File: config.mk
export PLATFORM = sky130hd
export DESIGN_NAME = adc_scan_sequencer
export DESIGN_NICKNAME = d
export VERILOG_FILES = /design/src/rtl/adc_scan_sequencer_pkg.sv /design/src/rtl/adc_scan_sequencer_tick.sv /design/src/rtl/adc_scan_sequencer.sv
export SDC_FILE = /design/constraint.sdc
export NUM_CORES = 1
export LEC_CHECK = 0
export BUFFER_PORTS_ARGS = -buffer_cell sky130_fd_sc_hd__buf_2
export CORE_ASPECT_RATIO = 1.25
export CORE_MARGIN = 2
export CORE_UTILIZATION = 55
export CTS_CLUSTER_DIAMETER = 50
export DETAILED_ROUTE_END_ITERATION = 8
export PLACE_DENSITY = 0.78
export SLEW_MARGIN = 20
export SYNTH_ARGS = -nofsm -noshare
export SYNTH_HDL_FRONTEND = slang
export SYNTH_SLANG_ARGS = --single-unit
export TNS_END_PERCENT = 1
File: constraint.sdc
create_clock -name c20k -period 2.3 [get_ports c20k]
set_input_delay 0.115 -clock c20k [delete_from_list [all_inputs] [get_ports c20k]]
set_output_delay 0.115 -clock c20k [all_outputs]
set_load 0.02 [all_outputs]
File: src/rtl/adc_scan_sequencer_pkg.sv
// rtl/adc_scan_sequencer_pkg.sv - shared motor-control types for the ADC scan sequencer
package adc_scan_sequencer_pkg;

    typedef enum logic [2:0] {
        ST_IDLE   = 3'd0,
        ST_SETTLE = 3'd1,
        ST_START  = 3'd2,
        ST_WAIT   = 3'd3,
        ST_STORE  = 3'd4
    } scanState_t;

    localparam logic CH_ASSIST = 1'b0;
    localparam logic CH_PHASE  = 1'b1;

    typedef logic [11:0] sample_t;

endpackage

File: src/rtl/adc_scan_sequencer_tick.sv
// rtl/adc_scan_sequencer_tick.sv - free-running control-loop update strobe divider
module update_tick_gen #(
    parameter int UPDATE_DIV = 128
) (
    input  logic clk,
    input  logic reset,
    input  logic qualify,
    output logic tick
);

    localparam int CW = (UPDATE_DIV > 1) ? $clog2(UPDATE_DIV) : 1;
    localparam logic [CW-1:0] LAST = CW'(UPDATE_DIV - 1);

    logic [CW-1:0] clkCount;

    // Tick lands in the cycle the counter reads 0, gated by the qualifier.
    always_ff @(posedge clk or posedge reset) begin
        if (reset) begin
            clkCount <= '0;
            tick     <= 1'b0;
        end else begin
            clkCount <= (clkCount == LAST) ? '0 : clkCount + 1'b1;
            tick     <= (clkCount == LAST) && qualify;
        end
    end

endmodule

File: src/rtl/adc_scan_sequencer.sv
// rtl/adc_scan_sequencer.sv - alternating two-channel ADC scan with settle, timeout and update tick
module adc_scan_sequencer
    import adc_scan_sequencer_pkg::*;
#(
    parameter int SETTLE_CYCLES  = 8,
    parameter int TIMEOUT_CYCLES = 255,
    parameter int UPDATE_DIV     = 128
) (
    input  logic        c20k,
    input  logic        reset,
    input  logic        enable,
    input  logic        adc_done,
    input  logic [11:0] adc_data,
    output logic        adc_ch,
    output logic        adc_start,
    output logic [11:0] assist_req,
    output logic [11:0] phase_v,
    output logic        data_ready,
    output logic        ctrl_tick,
    output logic        timeout_err
);

    localparam int SW = (SETTLE_CYCLES > 1) ? $clog2(SETTLE_CYCLES) : 1;
    localparam int TW = ($clog2(TIMEOUT_CYCLES + 1) > 8) ? $clog2(TIMEOUT_CYCLES + 1) : 8;
    localparam logic [SW-1:0] SETTLE_LOAD  = SW'(SETTLE_CYCLES - 1);
    localparam logic [TW-1:0] TIMEOUT_LAST = TW'(TIMEOUT_CYCLES - 1);

    scanState_t    state;
    logic [SW-1:0] settleCnt;
    logic [TW-1:0] timeoutCnt;
    sample_t       capture;
    logic          goodSample;
    logic          validAssist;
    logic          validPhase;

    assign adc_start  = (state == ST_START);
    assign data_ready = validAssist & validPhase;

    always_ff @(posedge c20k or posedge reset) begin
        if (reset) begin
            state       <= ST_IDLE;
            settleCnt   <= '0;
            timeoutCnt  <= '0;
            capture     <= '0;
            goodSample  <= 1'b0;
            validAssist <= 1'b0;
            validPhase  <= 1'b0;
            adc_ch      <= CH_ASSIST;
            assist_req  <= '0;
            phase_v     <= '0;
            timeout_err <= 1'b0;
        end else begin
            case (state)
                ST_IDLE: begin
                    if (enable) begin
                        state     <= ST_SETTLE;
                        settleCnt <= SETTLE_LOAD;
                    end
                end
                ST_SETTLE: begin
                    if (settleCnt == '0)
                        state <= ST_START;
                    else
                        settleCnt <= settleCnt - 1'b1;
                end
                ST_START: begin
                    timeoutCnt <= '0;
                    state      <= ST_WAIT;
                end
                ST_WAIT: begin
                    if (adc_done) begin
                        capture    <= adc_data;
                        goodSample <= 1'b1;
                        state      <= ST_STORE;
                    end else if (timeoutCnt >= TIMEOUT_LAST) begin
                        timeout_err <= 1'b1;
                        goodSample  <= 1'b0;
                        state       <= ST_STORE;
                    end else if (timeoutCnt != '1) begin
                        timeoutCnt <= timeoutCnt + 1'b1;
                    end
                end
                ST_STORE: begin
                    // A timed-out conversion still advances the scan but leaves the register alone.
                    if (goodSample) begin
                        if (adc_ch == CH_ASSIST) begin
                            assist_req  <= capture;
                            validAssist <= 1'b1;
                        end else begin
                            phase_v    <= capture;
                            validPhase <= 1'b1;
                        end
                    end
                    adc_ch <= ~adc_ch;
                    if (enable) begin
                        state     <= ST_SETTLE;
                        settleCnt <= SETTLE_LOAD;
                    end else begin
                        state <= ST_IDLE;
                    end
                end
                default: state <= ST_IDLE;
            endcase
        end
    end

    update_tick_gen #(
        .UPDATE_DIV(UPDATE_DIV)
    ) tickGen (
        .clk    (c20k),
        .reset  (reset),
        .qualify(data_ready),
        .tick   (ctrl_tick)
    );

endmodule

==> key figures <==
CTS
  • Clock latency on the worst-skew pair: between 0.3 and 0.4 ns
  • CTS buffer count: 9
  • H-tree lvl count: 3
  • Clock slew at reported path FFs: 0.07 ns
  • CTS tree: yes
  • Clock sink total: 63
  • Hold buffer count at CTS: 8
  • Max clock buf depth: 2
  • Post-CTS setup buffers: 0
  • Root Driver: clkbuf_8
  • Post-cts resize count: 0

Cells and area
  • Layout cells sized above 1: 34.08%
  • Final #Nets: 283
  • Area delta synth->final: 21.24%
  • Ant diodes: 0

Placed design
  • Setup Slack @ Placement: approximately 0.47 ns
  • Input/output buffers: between 40 and 50
  • RePlAce Congestion: 0.8797
  • Post-DP HPWL: between 3 and 4 mm

STA
  • Worst slew pin tran: 0.5992 ns
  • Post-layout min period: 1.841 ns
  • Final worst slack: 0.4592 ns
  • Clock skew: about 0.0095 ns
  • Finish-stage setup viols: 0
  • Unrepaired setup endpoints after global routing: false
  • Final period utilization: 80.04%
  • Peak Freq: 543.2 MHz
  • Final Hold Fails: 0
  • Setup TNS: 0 ns
  • Fin. max-slew vios: 0
  • Worst slew margin: between 50% and 60%

Synth
  • Synth warn: 0
  • Syn Nets: 220
  • Post-synth cell types: about 50
  • Post-synth EDFFs: 0
  • Synthesis-stage register bit count: 63
  • Cells after synthesis: approximately 200
  • Avg Cell Area, Syn: 13.62 sq um
  • Leading area contributor after synthesis: dfrtp_1
  • Commonest cells post-synth: 63 x dfrtp_1, 19 x mux2_1, 9 x mux2_4
  • Area contributors post-synth: dfrtp_1 58%, mux2_1 7.9%, mux2_4 5.0%, mux2_2 3.3%, ha_1 2.3%
  • Top_reg_cell synth: dfrtp_1
  • Synthesized area: 0.002710 sq mm
  • Most numerous cell in the Yosys netlist: dfrtp_1
  • Adder-cell share of the synthesized area: around 2.3%
  • Largest family of logic cells by synthesized area: multiplexers
  • Post-synthesis mux area share: about 16%
  • Synth top area share: 58.17%
  • Simple logic cell fraction of the synthesized area: between 10% and 20%
  • Async S/R FF share, synth: 100.0%
  • XOR/XNOR share of the synthesized area: between 2 and 3%
  • Compound-gate portion of the synthesized area: between 6 and 7%
  • Sequential area share after synthesis: 58.17%

Outcome
  • Status: finished, final reports clean

Route
  • WL final: approximately 5.2 mm
  • DRC Markers: 0
  • Via count: 1790
  • Vias per std cell: roughly 5.5
  • Final ANT Viol Nets: 0
  • DRT Pass-1 Iters: 5
  • WL/cell: 15.98 um
  • DR iter-0 viols: around 180

Floorplan
  • Initial core utilization: 57.30%
  • Ports: 45
  • Die Y: a little over 80 um
  • Die span in x: 66.79 um
  • Std-Cell Rows: 28
  • Placeable Area: 0.004730 sq mm
  • DIE AREA: about 0.0055 sq mm

Power
  • Power Dens Cells: around 1200 mW/mm^2
  • Clock share of power: 24.9%
  • Seq pwr share: 45.2%
  • Worst VDD drop: 743.4 uV
  • Internal power: 2536 uW
  • Sw power: 1310 uW
  • Switching Share: 34.06%
  • Pleak: 0.001743 uW
  • Combinational power share: 29.9%

GRT
  • Initial antenna violation count: 0
  • GRT Total Usage: approximately 22%
  • First-pass GRT wire length: 8.673 mm
  • Largest net degree at the start of global routing: 29
  • Remaining Overflow, GRT: 0
  • Number of global-route vias before repair: 1785

Critical path
  • Reg2Reg Depth: 5
  • Critical path type: reg -> reg
  • CP endpoint kind: register
  • CP required: 2.52 ns
  • WP data arrival: 2.06 ns
  • Cell Chain, Critical Path: nor2_2, nand2_2, nor3_4, buf_4, mux2_1
  • Max incr delay on CP: 0.47 ns
  • Crit-path slowest cell: dfrtp_1
  • Worst Path Max Fanout: 9
  • Crit path launch type: register

Hold path
  • Hold Path Class: in -> reg
  • Hold Path Depth: 2

Job
  • Max-Cap Viols: 0
## power by group through the flow
stage                     clock network [uW]  logic, uW  registers (uW)
after global placement                     0       1110            1740
after global routing                    1030       1270            1790
after CTS                                976       1170            1740
after floorplan                            0        682            1870
after detailed placement                   0       1150            1750
final                                    958       1150            1740
## area by class of cell
class	count	area, sq um
inverters	7	26.28
flip-flops and latches	63	1577
clock inverters	6	60.06
repair buffers	57	340.3
clock buffers	10	137.6
well taps	60	75.07
fillers	335	1444
multi-input cells	124	1070
## layer usage
metal	global-route usage, %	vias to the layer above	share of wire [%]
met3	8.266	7	5.2
met5	0	-	0
met1	27.42	894	43
met2	34.80	46	51
li1	-	843	-
met4	8.776	0	1.5
## cells by family after synthesis
logic type | Yosys count
multiplexers | 36
adder cells (fa/ha/maj) | 5
buffers and inverters | 12
XOR/XNOR | 8
AND/OR/NAND/NOR | 51
flip-flops | 63
AO/OA/AOI/OAI | 24
## layout by cell type (no fill, tap or decap), types with 5 or more instances in the layout
master,count
and3_1,5
buf_2,44
clkbuf_8,10
dfrtp_1,63
dlygate4sd3_1,9
ha_1,5
inv_1,6
mux2_1,19
mux2_2,8
mux2_4,9
nand2_1,5
nor2_1,7
xor2_1,6
## stage by stage
| stage | instance area (sq um) | power, uW | instances | util, % | hold WS [ns] |
|---|---|---|---|---|---|
| floorplan | 2710 | 2549 | 199 | - | 0.2562 |
| global placement | 2998 | 2846 | 302 | 63.39 | 0.2035 |
| detailed placement | 2998 | 2901 | 302 | 63.39 | 0.2116 |
| CTS | 3276 | 3880 | 326 | 69.26 | 0.0003236 |
| global route | 3286 | 4095 | 327 | 69.47 | 0.001562 |
| finish | 3286 | 3847 | 327 | 69.47 | 0.02308 |
## registers in the layout (all words and copies together) (netlist names)
| name | count |
|---|---|
| assist_req | 12 |
| capture | 12 |
| phase_v | 12 |
| timeoutCnt | 8 |
| tickGen.clkCount | 7 |
| settleCnt | 3 |
| state | 3 |
| adc_ch | 1 |
| goodSample | 1 |
| tickGen.tick | 1 |
| timeout_err | 1 |
| validAssist | 1 |
| validPhase | 1 |
## critical path: cells and delay by family (launching register included)
family | cells | cell delay [ns]
buffers and inverters | 1 | 0.24
and+or+nand+nor | 3 | 0.68
DFF | 1 | 0.47
muxes | 1 | 0.33
## path summary, 6_finish.rpt
kind                            slack (ns)             to   startpoint
min in group asynchronous             0.39       state[2]        reset
max in group asynchronous             1.23     phase_v[9]        reset
worst max register to register        0.46  assist_req[6]     state[0]
worst min-delay path                  0.02     capture[5]  adc_data[5]
worst max-delay path                  0.46  assist_req[6]     state[0]
worst min register to register        0.47    timeout_err  timeout_err
Note: power is estimated with default switching activity, not from simulation.
